**src/rtl/fetch_pkg.sv**
```systemverilog
// rtl/fetch_pkg.sv - shared constants and the buffered fetch entry type for the fetch front end
package fetch_pkg;
   localparam int XLEN = 32;
   localparam logic [XLEN-1:0] NOP_INSTR = 32'h0000_0013;
   localparam logic [XLEN-1:0] PC_STEP   = 32'd4;

   typedef struct packed {
      logic [XLEN-1:0] instr;
      logic [XLEN-1:0] pc;
   } fetch_entry_t;

   function automatic logic [XLEN-1:0] word_align(input logic [XLEN-1:0] a);
      return {a[XLEN-1:2], 2'b00};
   endfunction
endpackage

```
**src/rtl/fetch_fifo.sv**
```systemverilog
// rtl/fetch_fifo.sv - DEPTH-entry FIFO of fetched {instr, pc} pairs with synchronous flush
module fetch_fifo
   import fetch_pkg::*;
#(
   parameter int DEPTH = 4,
   localparam int AW = $clog2(DEPTH),
   localparam int CW = AW + 1
) (
   input  logic          clk,
   input  logic          rst,
   input  logic          push_i,
   input  fetch_entry_t  push_data_i,
   input  logic          pop_i,
   input  logic          flush_i,
   output fetch_entry_t  head_o,
   output logic [CW-1:0] count_o,
   output logic          full_o,
   output logic          empty_o
);
   fetch_entry_t  mem_q [DEPTH];
   logic [AW-1:0] wr_ptr_q, rd_ptr_q;
   logic [CW-1:0] count_q;
   logic          do_push, do_pop;

   assign empty_o = (count_q == '0);
   assign full_o  = (count_q == CW'(DEPTH));
   assign count_o = count_q;
   assign head_o  = mem_q[rd_ptr_q];
   assign do_pop  = pop_i && !empty_o;
   // A full FIFO may still take a push when its head leaves in the same cycle.
   assign do_push = push_i && (!full_o || do_pop);

   always_ff @(posedge clk or posedge rst) begin
      if (rst) begin
         wr_ptr_q <= '0;
         rd_ptr_q <= '0;
         count_q  <= '0;
      end else if (flush_i) begin
         wr_ptr_q <= '0;
         rd_ptr_q <= '0;
         count_q  <= '0;
      end else begin
         if (do_push) wr_ptr_q <= wr_ptr_q + 1'b1;
         if (do_pop)  rd_ptr_q <= rd_ptr_q + 1'b1;
         count_q <= count_q + CW'(do_push) - CW'(do_pop);
      end
   end

   always_ff @(posedge clk) begin
      if (do_push && !flush_i) mem_q[wr_ptr_q] <= push_data_i;
   end
endmodule

```
**src/rtl/fetch_unit.sv**
```systemverilog
// rtl/fetch_unit.sv - instruction fetch front end: PC, in-order memory requests, redirect flush
// FETCH_PERF_EN builds the saturating FetchCnt/StallCnt/FlushCnt counters; otherwise they read 0.
module fetch_unit
   import fetch_pkg::*;
#(
   parameter int                    DATA_WIDTH = 32,
   parameter int                    DEPTH      = 4,
   parameter logic [DATA_WIDTH-1:0] RESET_PC   = '0
) (
   input  logic                  clk,
   input  logic                  rst,
   input  logic                  StallF,
   input  logic                  Redirect,
   input  logic [DATA_WIDTH-1:0] RedirectPC,
   output logic                  ReqValid,
   output logic [DATA_WIDTH-1:0] ReqAddr,
   input  logic                  ReqReady,
   input  logic                  RespValid,
   input  logic [DATA_WIDTH-1:0] RespData,
   output logic [DATA_WIDTH-1:0] RD,
   output logic [DATA_WIDTH-1:0] PCF,
   output logic [DATA_WIDTH-1:0] PC_PlusF,
   output logic                  ValidF,
   output logic [31:0]           FetchCnt,
   output logic [31:0]           StallCnt,
   output logic [31:0]           FlushCnt
);
   localparam int CW = $clog2(DEPTH) + 1;

   logic [DATA_WIDTH-1:0] fetch_pc_q, fetch_pc_d, resp_pc_q, resp_pc_d, pcf_q;
   logic [CW-1:0]         outst_q, outst_d, stale_q, stale_d, fifo_count;
   logic [CW:0]           occupancy;
   fetch_entry_t          head, push_entry;
   logic                  fifo_empty, unused_fifo_full;
   logic                  accept, resp_dec, push, pop;

   // Credit covers both buffered words and requests still in flight, so the FIFO cannot overflow.
   assign occupancy  = {1'b0, outst_q} + {1'b0, fifo_count};
   assign ReqValid   = !rst && !Redirect && (occupancy < (CW+1)'(DEPTH));
   assign ReqAddr    = fetch_pc_q;
   assign accept     = ReqValid && ReqReady;
   assign resp_dec   = RespValid && (outst_q != '0);
   assign push       = resp_dec && !Redirect && (stale_q == '0);
   assign push_entry = '{instr: RespData, pc: resp_pc_q};

   assign ValidF   = !fifo_empty;
   assign pop      = ValidF && !StallF;
   assign RD       = ValidF ? head.instr : NOP_INSTR;
   assign PCF      = ValidF ? head.pc : pcf_q;
   assign PC_PlusF = PCF + PC_STEP;

   fetch_fifo #(.DEPTH(DEPTH)) u_fifo (
      .clk         (clk),
      .rst         (rst),
      .push_i      (push),
      .push_data_i (push_entry),
      .pop_i       (pop),
      .flush_i     (Redirect),
      .head_o      (head),
      .count_o     (fifo_count),
      .full_o      (unused_fifo_full),
      .empty_o     (fifo_empty)
   );

   always_comb begin
      fetch_pc_d = fetch_pc_q;
      resp_pc_d  = resp_pc_q;
      outst_d    = outst_q;
      stale_d    = stale_q;
      if (Redirect) begin
         // Everything still in flight after this cycle belongs to the abandoned path.
         outst_d    = outst_q - CW'(resp_dec);
         stale_d    = outst_q - CW'(resp_dec);
         fetch_pc_d = word_align(RedirectPC);
         resp_pc_d  = word_align(RedirectPC);
      end else begin
         outst_d = outst_q + CW'(accept) - CW'(resp_dec);
         if (accept) fetch_pc_d = fetch_pc_q + PC_STEP;
         if (resp_dec && (stale_q != '0)) stale_d = stale_q - 1'b1;
         if (push) resp_pc_d = resp_pc_q + PC_STEP;
      end
   end

   always_ff @(posedge clk or posedge rst) begin
      if (rst) begin
         fetch_pc_q <= RESET_PC;
         resp_pc_q  <= RESET_PC;
         outst_q    <= '0;
         stale_q    <= '0;
         pcf_q      <= '0;
      end else begin
         fetch_pc_q <= fetch_pc_d;
         resp_pc_q  <= resp_pc_d;
         outst_q    <= outst_d;
         stale_q    <= stale_d;
         if (ValidF) pcf_q <= head.pc;
      end
   end

`ifdef FETCH_PERF_EN
   logic [31:0] fetch_cnt_q, stall_cnt_q, flush_cnt_q;

   always_ff @(posedge clk or posedge rst) begin
      if (rst) begin
         fetch_cnt_q <= '0;
         stall_cnt_q <= '0;
         flush_cnt_q <= '0;
      end else begin
         if (pop && (fetch_cnt_q != '1))                 fetch_cnt_q <= fetch_cnt_q + 32'd1;
         if (ValidF && StallF && (stall_cnt_q != '1))    stall_cnt_q <= stall_cnt_q + 32'd1;
         if (Redirect && (flush_cnt_q != '1))            flush_cnt_q <= flush_cnt_q + 32'd1;
      end
   end

   assign FetchCnt = fetch_cnt_q;
   assign StallCnt = stall_cnt_q;
   assign FlushCnt = flush_cnt_q;
`else
   assign FetchCnt = 32'h0;
   assign StallCnt = 32'h0;
   assign FlushCnt = 32'h0;
`endif
endmodule
```
**config.mk**
```make
export PLATFORM = sky130hd
export DESIGN_NAME = fetch_unit
export DESIGN_NICKNAME = d
export VERILOG_FILES = /design/src/rtl/fetch_pkg.sv /design/src/rtl/fetch_fifo.sv /design/src/rtl/fetch_unit.sv
export SDC_FILE = /design/constraint.sdc
export NUM_CORES = 1
export LEC_CHECK = 0
export ABC_AREA = 0
export CORE_ASPECT_RATIO = 0.8
export CORE_MARGIN = 2
export CORE_UTILIZATION = 48
export DETAILED_ROUTE_END_ITERATION = 8
export PLACE_DENSITY = 0.72
export SYNTH_ARGS = -nofsm -noshare
export SYNTH_HDL_FRONTEND = slang
export SYNTH_SLANG_ARGS = --single-unit
```
**constraint.sdc**
```tcl
create_clock -name clk -period 6.78 [get_ports clk]
set_input_delay 1.017 -clock clk [delete_from_list [all_inputs] [get_ports clk]]
set_output_delay 1.017 -clock clk [all_outputs]
set_load 0.005 [all_outputs]
```
==> results of run 1 <==
[metal layers]
layer / share of wire [%] / wire (um) / up-vias / track usage (%)
met5: 0 / 0 / - / 0
li1: - / - / 4578 / -
met2: 45 / 16200 / 381 / 30.5
met1: 46 / 16500 / 5025 / 31.3
met3: 7.8 / 2810 / 45 / 4.01
met4: 1.5 / 555 / 0 / 4.84
[cells by family after synthesis]
logic type / synth area share, %
buffers and inverters: 6.81
and+or+nand+nor: 11.2
muxes: 10.4
adders and majority gates: 1.55
DFF: 61.9
xor gates and xnor gates: 3.39
AOI/OAI and AO/OA: 4.67
other: 0.0231
[sequential cells by signal, summed over array words and instances (netlist names)]
name / flops
u_fifo.mem_q: 248
pcf_q: 32
u_fifo.rd_ptr_q: 2
resp_pc_q: 30
u_fifo.count_o: 3
outst_q: 3
ReqAddr: 30
u_fifo.wr_ptr_q: 2
stale_q: 3
[worst reg2reg max path, stage by stage (launching register included)]
cell and delay (ns):
sky130_fd_sc_hd__dfrtp_1 0.48, sky130_fd_sc_hd__ha_1 0.24, sky130_fd_sc_hd__nor4_1 0.51, sky130_fd_sc_hd__and4_1 0.66
sky130_fd_sc_hd__clkinv_1 0.20, sky130_fd_sc_hd__ha_1 0.32, sky130_fd_sc_hd__inv_1 0.04, sky130_fd_sc_hd__ha_1 0.18
sky130_fd_sc_hd__fa_1 0.38, sky130_fd_sc_hd__xor2_1 0.15, sky130_fd_sc_hd__o21ai_0 0.18, sky130_fd_sc_hd__xor2_1 0.16
[cells in the final DEF, fill, tap and decap left out, types with 16 or more instances in the layout]
cell type / synthesis / layout
sky130_fd_sc_hd__nand2_1: 137 / 137
sky130_fd_sc_hd__edfxtp_1: 248 / 248
sky130_fd_sc_hd__clkdlybuf4s50_1: 0 / 194
sky130_fd_sc_hd__nand3_1: 49 / 49
sky130_fd_sc_hd__nor2_1: 44 / 44
sky130_fd_sc_hd__inv_1: 34 / 32
sky130_fd_sc_hd__conb_1: 1 / 98
sky130_fd_sc_hd__nand4_1: 22 / 22
sky130_fd_sc_hd__mux4_2: 38 / 38
sky130_fd_sc_hd__and2_1: 41 / 37
sky130_fd_sc_hd__clkbuf_16: 0 / 36
sky130_fd_sc_hd__mux4_1: 23 / 23
sky130_fd_sc_hd__o21ai_0: 49 / 49
sky130_fd_sc_hd__xor2_1: 25 / 25
sky130_fd_sc_hd__xnor2_1: 38 / 38
sky130_fd_sc_hd__ha_1: 17 / 17
sky130_fd_sc_hd__a21oi_1: 18 / 18
sky130_fd_sc_hd__dfrtp_1: 105 / 103
sky130_fd_sc_hd__mux2i_1: 16 / 16
[synthesized netlist by cell type (16+ instances only)]
| master | n |
|---|---|
| sky130_fd_sc_hd__edfxtp_1 | 248 |
| sky130_fd_sc_hd__nand2_1 | 137 |
| sky130_fd_sc_hd__dfrtp_1 | 105 |
| sky130_fd_sc_hd__buf_4 | 104 |
| sky130_fd_sc_hd__nand3_1 | 49 |
| sky130_fd_sc_hd__o21ai_0 | 49 |
| sky130_fd_sc_hd__nor2_1 | 44 |
| sky130_fd_sc_hd__and2_1 | 41 |
| sky130_fd_sc_hd__mux4_2 | 38 |
| sky130_fd_sc_hd__xnor2_1 | 38 |
| sky130_fd_sc_hd__inv_1 | 34 |
| sky130_fd_sc_hd__clkbuf_1 | 26 |
| sky130_fd_sc_hd__xor2_1 | 25 |
| sky130_fd_sc_hd__mux4_1 | 23 |
| sky130_fd_sc_hd__nand4_1 | 22 |
| sky130_fd_sc_hd__a21oi_1 | 18 |
| sky130_fd_sc_hd__ha_1 | 17 |
| sky130_fd_sc_hd__mux2i_1 | 16 |
[area by class of cell]
class                   count  area (um^2)  area share [%]
repair buffers            209         2050            10.5
well taps                 434          543            2.79
flip-flops and latches    353        10100            51.7
multi-input cells         742         5460            28.0
clock inverters            22          282            1.44
inverters                  35          134           0.687
clock buffers              43          937            4.81
[stage by stage]
| stage | hold WS (ns) | utilization, % | area, um^2 | setup slack (ns) | std cells |
|---|---|---|---|---|---|
| 6_report | 0.515 | 58.2 | 19500 | 1.20 | 1838 |
| 5_1_grt | 0.532 | 58.2 | 19500 | 0.856 | 1838 |
| 4_1_cts | 0.515 | 58.2 | 19500 | 1.12 | 1838 |
| 3_5_place_dp | 0.502 | 54.6 | 18300 | 1.65 | 1773 |
| 3_3_place_gp | 0.499 | 54.6 | 18300 | 1.68 | 1773 |
| 2_1_floorplan | 0.493 | - | 16600 | 2.27 | 1275 |
[where the power goes]
part	internal, uW	total [uW]	leakage [uW]	switching, uW
Combinational	1300	2390	0.00303	1090
Clock	1230	2050	0.000593	821
Sequential	2530	2780	0.00351	249
[final timing paths]
| check | cells after the start | startpoint | end |
|---|---|---|---|
| max in group asynchronous | 3 | rst | u_fifo.rd_ptr_q[0]$_DFFE_PP0P_ |
| worst min-delay path | 1 | pcf_q[1]$_DFF_PP0_ | pcf_q[1]$_DFF_PP0_ |
| worst max register to register | 11 | u_fifo.count_o[1]$_DFF_PP0_ | outst_q[2]$_DFF_PP0_ |
| worst max-delay path | 12 | u_fifo.rd_ptr_q[0]$_DFFE_PP0P_ | PC_PlusF[30] |
| min in group asynchronous | 2 | rst | ReqAddr[27]$_DFFE_PP0N_ |
| worst min register to register | 1 | pcf_q[1]$_DFF_PP0_ | pcf_q[1]$_DFF_PP0_ |
==> results.md, run 1 <==
- The average routed wire per standard cell is ~20 um.
- The wire-length estimate of the detail-placed layout is about 24 mm.
- The placeable core region is about 33,000 um^2.
- Global routing used 20.5% of the available tracks.
- Yosys printed 0 warnings.
- The power density over cell area is between 300 and 400 nW/um^2.
- The synthesized design contains between 200 and 250 enable-type register cells.
- The number of buffer and inverter instances along the worst setup path is 2.
- The effective utilization at floorplan is a little under 50%.
- The number of clock sinks is ~350.
- The wire length of the first global-routing pass is between 50 and 60 mm.
- In this run the clock root is driven by a sky130_fd_sc_hd__clkbuf_16.
- The measured slew at the worst slew-check pin is 0.963 ns.
- TritonCTS created 36 clock buffers.
- The share of synthesized area occupied by flip-flops and latches is between 60 and 70%.
- The number of DRC violations after detailed-routing iteration 0 is between 800 and 900.
- Walking the worst path, the cells encountered are mux4_1 -> nand2_1 -> and2_1 -> inv_1 -> ha_1 -> o31a_1 -> nand4_1 -> a221oi_4 -> nand4_4 -> nor4b_2 -> xnor2_1 -> clkdlybuf4s50_1.
- The distinct cell type count after synthesis is between 60 and 70.
- The count of hold buffers inserted by post-cts repair is 0.
- The die outline width is about 210 um.
- The maximum root-to-sink buffer count is 3.
- The die covers roughly 35,000 um^2.
- Data arrives at the worst endpoint at 4.56 ns.
- The number of optimization iterations in the first detailed-route pass is 5.
- In this run the core area contains 60 standard-cell rows.
- The cell with the largest stage delay on the worst path is sky130_fd_sc_hd__dfrtp_4.
- The mean instance size in the synthesized netlist is between 10 and 15 um^2.
- Using the TritonRoute via totals, the vias-per-cell ratio works out to 5.46.
- Setup violations remaining at the end of the flow were counted as 0.
- The maximum level of the CTS H-tree is 2.
- The number of top-level pins is between 200 and 300.
- The highest clock frequency the design can meet is ~180 MHz.
- The post-layout minimum cycle time is around 5.6 ns.
- The worst-case IR drop observed on VDD is 213 uV.
- The setup slack of the worst register-to-register path is 3.21 ns.
- Synthesis produced a netlist whose cell count is around 1.2k.
- The worst setup path is launched from a flop.
- The residual DRC count is 0.
- For this run, asynchronously set or reset flops after synthesis account for just under 30%.
- The setup total negative slack is 0 ns.
- The clock arrives with around 0.026 ns of skew.
- The kind of path behind the tightest hold check is flop to flop.
- The sum of internal, switching and leakage power is between 7000 and 8000 uW.
- Post-CTS timing repair inserted 0 buffers for setup.
- TritonCTS built the clock tree.
- Summed over all instances, the cell type with the most area after synthesis is sky130_fd_sc_hd__edfxtp_1.
- Compared with the post-synthesis result, the final layout area differs by 19.8%.
- In the synthesized netlist the dominant register cell turns out to be sky130_fd_sc_hd__edfxtp_1.
- The die is around 170 um tall.
- The via count of the first global-routing pass is between 9k and 10k.
- The tool flagged a number of max-cap violations equal to 0.
- On the critical path the largest part of the delay comes from simple AND/OR/NAND/NOR gates.
- In the final layout, the share of cells above drive strength 1 is under 10%.
- The total congestion overflow after global routing is 0.
- The register bit total from synthesis is around 350.
- The delay contributed by the slowest stage of the critical path is 0.92 ns.
- The total wirelength of the detailed-routed design is approximately 36 mm.
- Fill cells in the final layout number ~2.6k.
- Detailed routing inserted a total of ~10k vias.
- At the worst endpoint, the required time is 5.76 ns.
- After clock tree synthesis, the repair step resized 0 gates.
- The final antenna diode count is 0.
- The maximum number of pins on one net before global-route repair is 68.
- The type of the setup path with the least slack is flop to primary output.
- The clock latency reported for the late side of the worst-skew pair is about 0.53 ns.
- The final critical path takes up 82.3% of the cycle.
- The fraction of post-synthesis cell area in the top cell type by area is between 40% and 50%.
- Along the worst path, the maximum fanout reaches 38.
- STA classifies the critical path endpoint as a primary output.
- The initial antenna violation count is 0.
- Setup repair after global routing left no endpoint under its margin.
- The total count of hold-check failures in the final report is 0.
- The leakage power figure is 0.00714 uW.
- The number of pins exceeding their max-slew limit in the final report is 0.
- The cell area that synthesis handed to floorplanning was ~16,000 um^2.
- Clock-pin slew was measured on the worst setup and hold paths at around 0.06 ns.
- The count of input and output buffers is ~200.
- For this run, the post-layout net count is 1,466.
- The detail route stage leaves a number of antenna-violating nets equal to 0.
- In the post-synthesis netlist, the biggest area contributors are sky130_fd_sc_hd__edfxtp_1, sky130_fd_sc_hd__dfrtp_1, sky130_fd_sc_hd__mux4_2, sky130_fd_sc_hd__buf_4, sky130_fd_sc_hd__mux4_1.
- The relative slew slack is a little over a third.
- At the end of routability-driven placement, the weighted congestion stood at 0.846.
- The flow ran to the end, and the final reports show no timing, DRC or antenna violations.
No activity file was read; power rests on OpenSTA's default activity.
==> inputs of run 2 (changes only) <==
==> constraint.sdc (replaced) <==
create_clock -name clk -period 5.35 [get_ports clk]
set_input_delay 0.8025 -clock clk [delete_from_list [all_inputs] [get_ports clk]]
set_output_delay 0.8025 -clock clk [all_outputs]
set_load 0.005 [all_outputs]
==> results.md, run 2 (synthesis gave the netlist of run 1 again) <==
- Run status: completed (unchanged).
- The power density over cell area came to 464 nW/um^2 (was 370 nW/um^2).
- The HPWL after detailed placement was 24.4 mm (was 24.0 mm).
- The capturing element type of the critical path is a primary output (unchanged).
- The placeable core region came to 33,500 um^2 (unchanged).
- The total CTS buffers is 36 (unchanged).
- The post-route fraction of the period consumed by the critical path is a little over nine tenths.
- The CTS tree is built (unchanged).
- The number of flip-flops under the largest register name is 248 (unchanged).
- The post-route clock skew came to 0.0225 ns (was 0.0258 ns).
- The number of optimization iterations in the first detailed-route pass is 5 (unchanged).
- The total congestion overflow after global routing is 0 (unchanged).
- The maximum level of the CTS H-tree is 2 (unchanged).
- The reported max-cap violation count is 0 (unchanged).
- The number of nets still failing antenna checks after routing is 0 (unchanged).
- Top flop regs: u_fifo.mem_q: 248 flops, pcf_q: 32 flops (unchanged).
- The global placement routability congestion came to 0.880 (was 0.846).
- The total count of hold-check failures in the final report is 0 (unchanged).
- The standard cell area after detailed placement is 18,300 um^2 (about the same).
- The number of top-level pins is 296 (unchanged).
- The residual DRC count is 0 (unchanged).
- Static timing analysis puts the maximum clock frequency at between 150 and 200 MHz.
- The measured slew at the worst slew-check pin is 0.996 ns (was 0.963 ns).
- The global-route usage over all layers was 20.5% (about the same).
- The vertical extent of the die was 169 um (unchanged).
- The core occupancy in the finished layout is 58.1% (was 58.2%).
- The register containing the most flip-flops in the final layout was u_fifo.mem_q (unchanged).
- The kind of path behind the tightest hold check is flop to flop (unchanged).
- The floorplan row count is 60 (unchanged).
- The die outline width was 210 um (unchanged).
- The root buffer selected by CTS was sky130_fd_sc_hd__clkbuf_16 (unchanged).
- The full die area is 35,400 um^2 (unchanged).
- The worst hold slack after final layout is 0.514 ns (was 0.515 ns).
- The total wirelength of the detailed-routed design is 36.5 mm (was 36.0 mm).
- The relative slew slack is 33.6% (was 35.6%).
- The multi-input gate area in the final layout is 5460 um^2 (unchanged).
- The effective utilization at floorplan is 48.6% (unchanged).
- The final cell area excluding filler cells is 19,400 um^2 (was 19,500 um^2).
- The post-layout minimum cycle time is around 5.1 ns.
- The setup slack of the critical path after layout is 0.280 ns (was 1.20 ns).
- The register cell area after layout is 10,100 um^2 (unchanged).
- The initial antenna violation count was 0 (unchanged).
- The fraction of layout cells with a size suffix above 1 is 9.59% (was 9.54%).
- The filler cell count is 2,690 (was 2,620).
- The most common cell after layout, fill and taps aside is sky130_fd_sc_hd__edfxtp_1 (unchanged).
- The detail-routed via count per cell was 5.47 (was 5.46).
- The number of failing setup endpoints in the final timing report was 0 (unchanged).
- The layout overhead on the synthesized area is 19.6% (was 19.8%).
- The maximum net fanout on the critical path is 40 (was 38).
- The maximum root-to-sink buffer count is 3 (unchanged).
- The via count of the first global-routing pass is 9,723 (was 9,666).
- The worst endpoint required time came to 4.55 ns (was 5.76 ns).
- The clock latency reported for the late side of the worst-skew pair was 0.52 ns (was 0.53 ns).
- The count of input and output buffers was 195 (unchanged).
- The type of the setup path with the least slack is flop to primary output (unchanged).
- The maximum number of pins on one net before global-route repair came to 77 (was 68).
- The number of DRC violations after detailed-routing iteration 0 was 806 (was 840).
- The final antenna diode count is 0 (unchanged).
- The wire length of the first global-routing pass came to 56.1 mm (was 56.2 mm).
- The setup total negative slack is 0 ns (unchanged).
- The total number of vias came to 10.1k (was 10.0k).
- Commonest cells after routing, fill and taps aside: sky130_fd_sc_hd__edfxtp_1, sky130_fd_sc_hd__clkdlybuf4s50_1, sky130_fd_sc_hd__nand2_1, sky130_fd_sc_hd__dfrtp_1, sky130_fd_sc_hd__conb_1 (unchanged).
- The data arrival time of the critical path is 4.27 ns (was 4.56 ns).
- The net total in the final layout was 1,471 (was 1,466).
- The number of clock sinks is 353 (unchanged).
- The average routed wire per standard cell is 19.8 um (was 19.6 um).
- The kind of launch point of the worst setup path is a flop (unchanged).
- The count of hold buffers inserted by post-cts repair came to 0 (unchanged).
- The clock-pin slew of the registers on the worst-case setup and hold paths was 0.06 ns (about the same).
- The worst supply voltage drop on vdd is 259 uV (was 213 uV).
- The post-placement setup slack was 0.727 ns (was 1.65 ns).
- The number of pins exceeding their max-slew limit in the final report is 0 (unchanged).
- The leakage power figure is 0.00712 uW (was 0.00714 uW).
[run 2: cell count changes in the layout (fill, tap and decap cells not counted), sizes merged]
cell,previous run,this run
bufinv,6,3
clkbuf,43,47
clkinv,13,12
inv,37,36
buf,15,20
[run 2: per-layer routing]
metal	wire length, um	track usage [%]	vias to the layer above
li1	-	-	4596
met5	0	0	-
met2	16900	31.8	343
met3	2330	3.91	37
met4	433	3.89	0
met1	16800	30.6	5097
[run 2: critical path: stages, from the launching register on]
cell	delay, ns
sky130_fd_sc_hd__dfrtp_1	0.44
sky130_fd_sc_hd__nor3_2	0.23
sky130_fd_sc_hd__buf_6	0.33
sky130_fd_sc_hd__nand2_1	0.09
sky130_fd_sc_hd__and2_1	0.15
sky130_fd_sc_hd__inv_1	0.09
sky130_fd_sc_hd__ha_1	0.29
sky130_fd_sc_hd__o31a_1	0.25
sky130_fd_sc_hd__nand4_1	0.23
sky130_fd_sc_hd__a22oi_1	0.26
sky130_fd_sc_hd__nand2_1	0.17
sky130_fd_sc_hd__nor4b_1	0.50
sky130_fd_sc_hd__xor2_1	0.18
sky130_fd_sc_hd__clkdlybuf4s50_1	0.51
[run 2: final cells by class]
class | instances | area share, %
timing repair buffer | 214 | 10.8
sequential | 353 | 51.8
clock inverter | 17 | 0.907
multi-input combinational | 742 | 28.1
clock buffer | 47 | 4.95
inverter | 35 | 0.688
tap | 434 | 2.79
[run 2: what timing repair did]
action / 4_1_cts / 5_1_grt
endpoints found under the setup margin: 0 / 4
gates resized for setup: 0 / 1
setup buffers: 0 / 1
hold endpoints to repair: 0 / 0
[run 2: final timing paths]
kind                                              from                   endpoint  slack [ns]  cells past startpoint
hold / removal                      pcf_q[1]$_DFF_PP0_         pcf_q[1]$_DFF_PP0_        0.51                      1
max in group asynchronous                          rst     ReqAddr[6]$_DFFE_PP0N_        3.37                      3
min in group asynchronous                          rst  resp_pc_q[22]$_DFFE_PP0N_        1.00                      2
hold reg to reg                     pcf_q[1]$_DFF_PP0_         pcf_q[1]$_DFF_PP0_        0.51                      1
setup reg to reg           u_fifo.count_o[2]$_DFF_PP0_       outst_q[2]$_DFF_PP0_        1.65                     12
setup / recovery           u_fifo.count_o[0]$_DFF_PP0_               PC_PlusF[24]        0.28                     13
[run 2: report_power, final]
| part | total, uW | internal (uW) | leakage [uW] | switching, uW |
|---|---|---|---|---|
| logic | 3110 | 1660 | 0.00306 | 1450 |
| clock network | 2440 | 1420 | 0.000554 | 1020 |
| registers | 3470 | 3210 | 0.00351 | 259 |
[run 2: through the flow]
stage / total power, uW / std cells
after floorplan: 5150 / 1275
after global placement: 6590 / 1777
after detailed placement: 6650 / 1777
after CTS: 9110 / 1841
after global routing: 9490 / 1842
final: 9030 / 1842
==> inputs of run 3 (changes only) <==
--- a/config.mk
+++ b/config.mk
@@ -10,7 +10,7 @@
 export CORE_MARGIN = 2
 export CORE_UTILIZATION = 48
 export DETAILED_ROUTE_END_ITERATION = 8
-export PLACE_DENSITY = 0.72
+export PLACE_DENSITY = 0.7
 export SYNTH_ARGS = -nofsm -noshare
 export SYNTH_HDL_FRONTEND = slang
 export SYNTH_SLANG_ARGS = --single-unit
==> results.md, run 3 (synthesis gave the netlist of run 1 again) <==
- Run status: completed (unchanged).
- The measured slew at the worst slew-check pin came to 0.947 ns (was 0.996 ns).
- The full die area is 35,400 um^2 (unchanged).
- The count of hold buffers inserted by post-cts repair is 0 (unchanged).
- The total wirelength of the detailed-routed design is 36.4 mm (was 36.5 mm).
- The vertical extent of the die is 169 um (unchanged).
- The maximum root-to-sink buffer count is 3 (unchanged).
- The highest clock frequency the design can meet is 200 MHz (was 197 MHz).
- The leakage power figure is 0.00716 uW (was 0.00712 uW).
- The data arrival time of the critical path is 4.19 ns (was 4.27 ns).
- The worst endpoint required time is 4.55 ns (about the same).
- The total congestion overflow after global routing was 0 (unchanged).
- Setup repair after global routing left no endpoint under its margin.
- The register containing the most flip-flops in the final layout is u_fifo.mem_q (unchanged).
- The number of flip-flops under the largest register name is 248 (unchanged).
- The total count of hold-check failures in the final report is 0 (unchanged).
- The detail-routed via count per cell is 5.44 (was 5.47).
- The number of clock sinks is 353 (unchanged).
- The post-layout minimum cycle time was 4.99 ns (was 5.07 ns).
- The relative slew slack was 36.9% (was 33.6%).
- The placeable core region is 33,500 um^2 (unchanged).
- The average routed wire per standard cell was 19.8 um (about the same).
- The maximum net fanout on the critical path is 20 (was 40).
- Top flop regs: u_fifo.mem_q: 248 flops, pcf_q: 32 flops (unchanged).
- The kind of launch point of the worst setup path is a flop (unchanged).
- The number of nets still failing antenna checks after routing is 0 (unchanged).
- The via count of the first global-routing pass is 9,695 (was 9,723).
- The layout overhead on the synthesized area is 20.2% (was 19.6%).
- The wire length of the first global-routing pass came to 56.0 mm (was 56.1 mm).
- The delay contributed by the slowest stage of the critical path is 0.52 ns (was 0.51 ns).
- The worst hold slack after final layout is 0.515 ns (was 0.514 ns).
- The count of input and output buffers came to 195 (unchanged).
- The number of pins exceeding their max-slew limit in the final report is 0 (unchanged).
- The total number of vias is 10.0k (was 10.1k).
- The residual DRC count is 0 (unchanged).
- The power density over cell area came to 466 nW/um^2 (was 464 nW/um^2).
- The maximum number of pins on one net before global-route repair came to 75 (was 77).
- The clock-pin slew of the registers on the worst-case setup and hold paths is 0.06 ns (about the same).
- The number of optimization iterations in the first detailed-route pass is 5 (unchanged).
- The cell with the largest stage delay on the worst path is sky130_fd_sc_hd__clkdlybuf4s50_1 (unchanged).
- The number of failing setup endpoints in the final timing report is 0 (unchanged).
- The type of the setup path with the least slack was flop to primary output (unchanged).
- The effective utilization at floorplan came to 48.6% (unchanged).
- The final antenna diode count is 0 (unchanged).
- Cells along the critical path: nor3_2 -> buf_4 -> inv_2 -> nand2_1 -> and2_1 -> inv_1 -> ha_1 -> o31a_1 -> nand4_1 -> a221oi_4 -> nand4_4 -> nor4b_2 -> xnor2_1 -> clkdlybuf4s50_1 (was nor3_2 -> buf_6 -> nand2_1 -> and2_1 -> inv_1 -> ha_1 -> o31a_1 -> nand4_1 -> a22oi_1 -> nand2_1 -> nor4b_1 -> xor2_1 -> clkdlybuf4s50_1).
- The setup total negative slack is 0 ns (unchanged).
- The post-route clock skew is 0.0256 ns (was 0.0225 ns).
- The number of DRC violations after detailed-routing iteration 0 was 688 (was 806).
- The floorplan row count is 60 (unchanged).
- The core occupancy in the finished layout came to 58.4% (was 58.1%).
- The initial antenna violation count is 0 (unchanged).
- The post-CTS repair timing setup buffer count is 0 (unchanged).
- The sum of internal, switching and leakage power came to 9120 uW (was 9030 uW).
- The global placement routability congestion is 0.853 (was 0.880).
- The fraction of layout cells with a size suffix above 1 is 9.94% (was 9.59%).
- The net total in the final layout is 1,469 (was 1,471).
- The most common cell after layout, fill and taps aside is sky130_fd_sc_hd__edfxtp_1 (unchanged).
- Commonest cells after routing, fill and taps aside: sky130_fd_sc_hd__edfxtp_1, sky130_fd_sc_hd__clkdlybuf4s50_1, sky130_fd_sc_hd__nand2_1, sky130_fd_sc_hd__dfrtp_1, sky130_fd_sc_hd__conb_1 (unchanged).
- The global-route usage over all layers is 20.6% (was 20.5%).
- The number of top-level pins is 296 (unchanged).
- The die outline width is 210 um (unchanged).
- The reported max-cap violation count was 0 (unchanged).
- The capturing element type of the critical path was a primary output (unchanged).
- The worst supply voltage drop on vdd was 214 uV (was 259 uV).
- The HPWL after detailed placement is 24.8 mm (was 24.4 mm).
- The clock latency reported for the late side of the worst-skew pair was 0.54 ns (was 0.52 ns).
- The root buffer selected by CTS is sky130_fd_sc_hd__clkbuf_16 (unchanged).
- The CTS tree is built (unchanged).
- The post-route fraction of the period consumed by the critical path is 93.3% (was 94.8%).
- The total CTS buffers came to 36 (unchanged).
- The count of instances resized after the clock tree is built was 0 (unchanged).
- The maximum level of the CTS H-tree is 2 (unchanged).
- The kind of path behind the tightest hold check was flop to flop (unchanged).
## run 3: changes by cell type in the layout (fill, tap and decap cells not counted), sizes merged
cell,previous run,this run
inv,36,34
buf,20,18
clkinvlp,1,2
clkbuf,47,48
clkinv,12,14
## run 3: critical path: cells and delay by family (launching register included)
| family | cells | cell delay [ns] |
|---|---|---|
| buffers and inverters | 4 | 0.96 |
| adders and majority gates | 1 | 0.29 |
| and+or+nand+nor | 6 | 1.04 |
| xor gates and xnor gates | 1 | 0.15 |
| DFF | 1 | 0.51 |
| AOI/OAI and AO/OA | 2 | 0.72 |
## run 3: layout make-up
type                       instances  area [um^2]
multi-input combinational        742         5460
fill                            2656        13900
sequential                       353        10100
clock inverter                    18          196
timing repair buffer             212         2120
clock buffer                      48         1020
tap                              434          543
inverter                          35          134
## run 3: final timing paths
path | startpoint | cells past startpoint | slack [ns] | endpoint
setup / recovery | u_fifo.count_o[1]$_DFF_PP0_ | 14 | 0.36 | PC_PlusF[30]
max in group asynchronous | rst | 3 | 3.25 | pcf_q[27]$_DFF_PP0_
min in group asynchronous | rst | 2 | 0.97 | ReqAddr[24]$_DFFE_PP0N_
hold / removal | pcf_q[0]$_DFF_PP0_ | 1 | 0.52 | pcf_q[0]$_DFF_PP0_
hold reg to reg | pcf_q[0]$_DFF_PP0_ | 1 | 0.52 | pcf_q[0]$_DFF_PP0_
setup reg to reg | u_fifo.count_o[1]$_DFF_PP0_ | 12 | 1.95 | outst_q[2]$_DFF_PP0_
## run 3: through the flow
stage / std cells / setup WS (ns) / instance area [um^2]
after floorplan: 1275 / 1.06 / 16600
after global placement: 1776 / 0.974 / 18300
after detailed placement: 1776 / 0.925 / 18300
after CTS: 1842 / 0.348 / 19600
after global routing: 1842 / 0.0708 / 19600
final: 1842 / 0.361 / 19600
## run 3: metal layers
layer  track usage (%)  vias to the layer above  share of wire [%]  wire, um
met5                 0                        -                  0         0
met4              4.63                        0                1.7       604
met3              3.65                       51                7.4      2680
met2              31.8                      401                 45     16500
met1              30.6                     4992                 46     16600
li1                  -                     4571                  -         -
## run 3: report_power, final
part	internal [uW]	switching, uW
logic	1660	1450
clock network	1500	1040
registers	3210	246
